**src/rtl/ecc_bus_pkg.sv**
```systemverilog
// Shared types for the store-to-fetch return path.
//   store_to_fetch_packet_t : packet carried from the store stage back to fetch
//   STF_PKT_WIDTH           : packed width of that packet (default queue payload width)
//   queue_status_t          : EMPTY / PARTIAL / FULL occupancy class
//   queue_status()          : maps an occupancy count onto queue_status_t
package ecc_bus_pkg;

  typedef struct packed {
    logic [1:0]  kind;  // redirect or store-completion notice
    logic [5:0]  tag;   // store id or redirect cause
    logic [55:0] pc;    // redirect target / store pc
  } store_to_fetch_packet_t;

  localparam int unsigned STF_PKT_WIDTH = $bits(store_to_fetch_packet_t);

  localparam logic [1:0] PKT_KIND_REDIRECT   = 2'd1;
  localparam logic [1:0] PKT_KIND_STORE_DONE = 2'd2;

  typedef enum logic [1:0] {
    QueueEmpty,
    QueuePartial,
    QueueFull
  } queue_status_t;

  function automatic queue_status_t queue_status(input int unsigned occ,
                                                 input int unsigned depth);
    if (occ == 0) return QueueEmpty;
    if (occ >= depth) return QueueFull;
    return QueuePartial;
  endfunction

endpackage

```
**src/rtl/bus_fifo_storage.sv**
```systemverilog
// Register array backing the store-to-fetch queue.
//   clk, reset_n : clock, asynchronous active-low reset (clears every entry)
//   wr_en        : write wr_data into entry wr_addr on the rising edge
//   wr_addr      : write index
//   wr_data      : write payload
//   rd_addr      : read index
//   rd_data      : asynchronous read of entry rd_addr
module bus_fifo_storage #(
  parameter int unsigned DATA_WIDTH = 64,
  parameter int unsigned DEPTH      = 4,
  parameter int unsigned ADDR_WIDTH = $clog2(DEPTH)
) (
  input  logic                  clk,
  input  logic                  reset_n,
  input  logic                  wr_en,
  input  logic [ADDR_WIDTH-1:0] wr_addr,
  input  logic [DATA_WIDTH-1:0] wr_data,
  input  logic [ADDR_WIDTH-1:0] rd_addr,
  output logic [DATA_WIDTH-1:0] rd_data
);

  logic [DATA_WIDTH-1:0] mem_q [DEPTH];

  // Entries are cleared on reset so the head reads as zero straight out of reset.
  always_ff @(posedge clk or negedge reset_n) begin
    if (!reset_n) begin
      for (int unsigned i = 0; i < DEPTH; i++) begin
        mem_q[i] <= '0;
      end
    end else if (wr_en) begin
      mem_q[wr_addr] <= wr_data;
    end
  end

  assign rd_data = mem_q[rd_addr];

endmodule

```
**src/rtl/store_to_fetch_queue.sv**
```systemverilog
// DEPTH-entry valid/ready queue carrying store-to-fetch packets back to fetch.
//   clk, reset_n  : clock, asynchronous active-low reset
//   send_valid    : store stage presents send_data
//   send_data     : packet payload
//   send_ready    : queue can accept (not full); depends only on registered state
//   recv_valid    : head entry valid (not empty)
//   recv_data     : head entry payload, read from storage
//   recv_ready    : fetch consumes the head entry
//   flush         : discard all entries; wins over push and pop
//   count         : occupancy, 0..DEPTH
//   err_overflow  : sticky, push attempted while full
//   err_underflow : sticky, pop attempted while empty
//   err_clear     : clears both sticky flags (a same-cycle violation wins)
module store_to_fetch_queue
  import ecc_bus_pkg::*;
#(
  parameter int unsigned DATA_WIDTH = STF_PKT_WIDTH,
  parameter int unsigned DEPTH      = 4,
  parameter int unsigned CNT_WIDTH  = $clog2(DEPTH) + 1
) (
  input  logic                  clk,
  input  logic                  reset_n,
  input  logic                  send_valid,
  input  logic [DATA_WIDTH-1:0] send_data,
  output logic                  send_ready,
  output logic                  recv_valid,
  output logic [DATA_WIDTH-1:0] recv_data,
  input  logic                  recv_ready,
  input  logic                  flush,
  output logic [CNT_WIDTH-1:0]  count,
  output logic                  err_overflow,
  output logic                  err_underflow,
  input  logic                  err_clear
);

  localparam int unsigned PTR_WIDTH = $clog2(DEPTH);
  localparam logic [CNT_WIDTH-1:0] FULL_COUNT = CNT_WIDTH'(DEPTH);

  logic [PTR_WIDTH-1:0] rd_ptr_q, rd_ptr_d;
  logic [PTR_WIDTH-1:0] wr_ptr_q, wr_ptr_d;
  logic [CNT_WIDTH-1:0] count_q, count_d;
  logic                 err_overflow_q, err_overflow_d;
  logic                 err_underflow_q, err_underflow_d;

  logic push, pop;
  logic overflow_event, underflow_event;

  // Full/empty come from the counter only, so pointer equality never has to be
  // disambiguated and send_ready has no path from recv_ready.
  assign send_ready = (count_q != FULL_COUNT);
  assign recv_valid = (count_q != '0);

  assign push = send_valid && send_ready && !flush;
  assign pop  = recv_valid && recv_ready && !flush;

  // A push racing a flush is simply discarded; underflow is judged on the
  // pre-flush occupancy.
  assign overflow_event  = send_valid && !send_ready && !flush;
  assign underflow_event = recv_ready && !recv_valid;

  always_comb begin
    rd_ptr_d = rd_ptr_q;
    wr_ptr_d = wr_ptr_q;
    count_d  = count_q;
    if (flush) begin
      rd_ptr_d = '0;
      wr_ptr_d = '0;
      count_d  = '0;
    end else begin
      if (push) wr_ptr_d = wr_ptr_q + 1'b1;
      if (pop)  rd_ptr_d = rd_ptr_q + 1'b1;
      case ({push, pop})
        2'b10:   count_d = count_q + 1'b1;
        2'b01:   count_d = count_q - 1'b1;
        default: count_d = count_q;
      endcase
    end
  end

  always_comb begin
    err_overflow_d  = overflow_event  | (err_overflow_q  & ~err_clear);
    err_underflow_d = underflow_event | (err_underflow_q & ~err_clear);
  end

  always_ff @(posedge clk or negedge reset_n) begin
    if (!reset_n) begin
      rd_ptr_q        <= '0;
      wr_ptr_q        <= '0;
      count_q         <= '0;
      err_overflow_q  <= 1'b0;
      err_underflow_q <= 1'b0;
    end else begin
      rd_ptr_q        <= rd_ptr_d;
      wr_ptr_q        <= wr_ptr_d;
      count_q         <= count_d;
      err_overflow_q  <= err_overflow_d;
      err_underflow_q <= err_underflow_d;
    end
  end

  bus_fifo_storage #(
    .DATA_WIDTH (DATA_WIDTH),
    .DEPTH      (DEPTH),
    .ADDR_WIDTH (PTR_WIDTH)
  ) u_storage (
    .clk     (clk),
    .reset_n (reset_n),
    .wr_en   (push),
    .wr_addr (wr_ptr_q),
    .wr_data (send_data),
    .rd_addr (rd_ptr_q),
    .rd_data (recv_data)
  );

  assign count         = count_q;
  assign err_overflow  = err_overflow_q;
  assign err_underflow = err_underflow_q;

endmodule
```
**config.mk**
```make
export PLATFORM = sky130hd
export DESIGN_NAME = store_to_fetch_queue
export DESIGN_NICKNAME = d
export VERILOG_FILES = /design/src/rtl/ecc_bus_pkg.sv /design/src/rtl/bus_fifo_storage.sv /design/src/rtl/store_to_fetch_queue.sv
export SDC_FILE = /design/constraint.sdc
export NUM_CORES = 1
export LEC_CHECK = 0
export ABC_CLOCK_PERIOD_IN_PS = 1810
export BUFFER_PORTS_ARGS = -buffer_cell sky130_fd_sc_hd__buf_2
export CELL_PAD_IN_SITES_DETAIL_PLACEMENT = 1
export CELL_PAD_IN_SITES_GLOBAL_PLACEMENT = 1
export CORE_MARGIN = 4
export CORE_UTILIZATION = 35
export DETAILED_ROUTE_END_ITERATION = 12
export GPL_ROUTABILITY_DRIVEN = 1
export GPL_TIMING_DRIVEN = 0
export PLACE_DENSITY_LB_ADDON = 0.1
export SLEW_MARGIN = 20
export SYNTH_ARGS = -nofsm -noshare
export SYNTH_HDL_FRONTEND = slang
export SYNTH_SLANG_ARGS = --single-unit
```
**constraint.sdc**
```tcl
create_clock -name clk -period 1.81 [get_ports clk]
set_input_delay 0.181 -clock clk [delete_from_list [all_inputs] [get_ports clk]]
set_output_delay 0.181 -clock clk [all_outputs]
set_load 0.02 [all_outputs]
```
==> run metrics <==
period utilization=1.21; Setup crit end kind=output pin; failing checks=negative setup slack; # Max-Cap Violations=0; Reg-to-Reg Start=count[1]; DR vias/cell=4.97; Hold Crit Start=recv_ready; Final setup viols=approximately 140; Final nets=1079; critical path depth=4; wire length on met2=between 15000 and 20000 um; post-route ant nets=0; largest net degree at the start of global routing=just over 100; area share of the largest cell type after synthesis=0.556; CTS Sinks=about 270; number of buffers and inverters on the critical path=3; max_slew headroom=0.471; fin cells=between 1000 and 1500; drt initial violations=roughly 190; CP dominant cell by count=buf_12; sw power=roughly 0.0064 W; antenna diode count=0; Inserted Clock Buffers=31; Ys Warns=0; commonest cells in the netlist=dfrtp_1 (265), mux2_2 (196), mux4_2 (64), mux2_4 (60), buf_2 (25); Die Height=193 um; crit path cell chain=buf_12 > buf_12 > mux4_2 > buf_6; buffers added on ports=139; IO Count=roughly 140; Sum Neg Setup Slack=-27.86 ns; Hold Worst Slack=0.0858 ns; CP required=about 1.6 ns; Cells after DPL=about 1300; clock slew at reported path FFs=0.06 ns; Cell variety after synth=36; grt ovf=0; highest net fanout along the worst path=6; mean area per synthesized cell=about 17 um^2; vias after detailed routing=~7300; sequential area share after synthesis=0.556; Final Slew Violations=0; WHS Path Cells=4; Worst IR Drop VDD=685 uV; Metal-1 WL=approximately 15000 um; pwr/cell area=1300 mW/mm^2; R2R setup slack=-0.12 ns; first-pass GRT wire length=~52000 um; Comb pwr share=0.346; DR pass1 iterations=4; Die Area=about 0.037 mm^2; status=complete, but fails checks; chip width=approximately 190 um; pre-CTS setup slack=-0.582 ns; CTS H-Tree Depth=1; cell taking the most area after synthesis=dfrtp_1; Sw Ratio=0.280; drt wl/cell=between 20 and 25 um; Worst Reg2Reg Path Length in Cells=6; crit path kind=register to output pin; CTS Buffer Depth=3; minimum clock period after layout=2.20 ns; cell count after synthesis=692; cell family with most CP delay=multiplexers; DRT Wirelength=around 34000 um; Leak Pwr=roughly 8.4 nW; synth top area cells=dfrtp_1 (56%), mux2_2 (19%), mux4_2 (12%); CTS tree=done; Remaining DRCs=0; Seq cells post-synth=around 270; Initial Utilization=0.355; Hold Path Sink=count[1]; clock root buffer=clkbuf_16; Mapped Nets=approximately 770; Fmax achieved=455 MHz; arrival time at the worst endpoint=around 2.0 ns; Largest stage delay, worst path=~0.55 ns; Rows=67; power share of the clock group=0.267; Hold Crit Class=input pin to register; Routability Congestion=between 0.7 and 0.8; most frequent cell after synthesis=dfrtp_1; Worst Tran Pin Value=approximately 0.79 ns; core area=about 0.034 mm^2; RSZ-0062 raised after global routing=true; Crit-path slowest cell=mux4_2; Power Internal=between 0.015 and 0.02 W; DPL Wire Length=roughly 20000 um; Clock Latency Late Sink=0.55 ns; Async SR Flop Fraction=1.00; startpoint types=register; Post-synth EDFFs=0; share of cells above drive strength 1=0.628; number of global-route vias before repair=8643; final worst slack=-0.389 ns; Fin. Hold Viols=0; initial antenna violation count=0; highest routed metal layer=met4; gr usage total=0.182; Reg power frac=0.387; Main synth FF type=dfrtp_1; area grow syn2layout=47.5%; reg2reg end=count[1]; Setup Skew=0.0153 ns; met3 wire length=approximately 1200 um; area of the mapped netlist=about 0.012 mm^2
==> sequential cells by signal (all words and copies together), names as in the netlist <==
register	cells
err_overflow	1
wr_ptr_q	2
err_underflow	1
u_storage.mem_q	256
rd_ptr_q	2
count	3
==> worst max path at each step <==
stage / start / end / slack (ns)
CTS: rd_ptr_q[0] / recv_data[15] / -0.44
finish: rd_ptr_q[0] / recv_data[47] / -0.39
global placement: reset_n / count[1] / -4.40
floorplan: count[0] / count[1] / -0.07
detailed placement: rd_ptr_q[1] / recv_data[7] / -0.58
global route: rd_ptr_q[0] / recv_data[42] / -0.48
==> through the flow <==
stage                     power [W]  instance area (um^2)  utilization
after floorplan              0.0128                 12000            -
after global placement       0.0142                 13300        0.394
after detailed placement     0.0147                 13300        0.396
after CTS                    0.0223                 17200        0.512
after global routing         0.0241                 17600        0.524
final                        0.0229                 17600        0.524
==> repair_timing <==
action | in CTS | in global routing
hold buffers | 67 | 0
setup endpoints to repair | 321 | 322
pin swaps | 5 | 3
cloned | 23 | 9
setup buffers | 51 | 11
hold endpoints to repair | 363 | 0
resized for setup | 279 | 155
==> final cells by class <==
class	instances	area, um^2
clock inverters	7	68.8
flip-flops and latches	265	6640
well taps	448	561
plain buffers	39	633
inverters	9	36.3
fillers	3138	16000
clock buffers	48	940
multi-input cells	373	5680
repair buffers	285	3050
==> per-layer routing <==
layer,track usage,vias up
li1,-,3220
met1,0.242,3954
met2,0.319,113
met3,0.0304,36
met4,0.0324,0
met5,0,-
==> worst reg2reg max path: cells and delay by family (launching register included) <==
kind                     cells  cell delay, ns
AND/OR/NAND/NOR              1            0.09
flip-flops                   1            0.45
AO/OA/AOI/OAI                3            0.59
adder cells (fa/ha/maj)      1            0.56
buffers and inverters        1            0.14
==> cell families after synthesis <==
family	synth area share
adder cells (fa/ha/maj)	0.00587
AND/OR/NAND/NOR	0.0136
buffers and inverters	0.0307
XOR/XNOR	0.00220
multiplexers	0.381
flip-flops	0.556
AO/OA/AOI/OAI	0.0104
==> cell usage in the layout, fill, tap and decap left out, types with 2 or more instances in the layout <==
cell type,instances
dfrtp_1,261
mux2_4,234
buf_2,92
dlygate4sd3_1,67
mux4_2,64
buf_6,56
buf_12,52
clkbuf_16,40
mux2_2,22
buf_4,20
clkbuf_8,11
buf_16,11
buf_8,10
clkbuf_1,9
inv_1,7
nor2_1,4
o21ai_0,4
nand3_4,4
a21oi_1,4
clkinv_2,4
dfrtp_2,4
clkbuf_4,3
nand2_1,3
nand3_1,3
nand2b_1,3
ha_1,3
nor2b_1,2
o22ai_1,2
nand3b_1,2
xor2_1,2
==> power groups by stage <==
stage / Sequential [W] / Combinational (W) / Clock [W]
6_report: 0.00885 / 0.00792 / 0.00610
5_1_grt: 0.00909 / 0.00838 / 0.00661
4_1_cts: 0.00878 / 0.00720 / 0.00630
3_5_place_dp: 0.00882 / 0.00587 / 0
3_3_place_gp: 0.00860 / 0.00564 / 0
2_1_floorplan: 0.00846 / 0.00436 / 0
(Power assumes the default switching activity.)
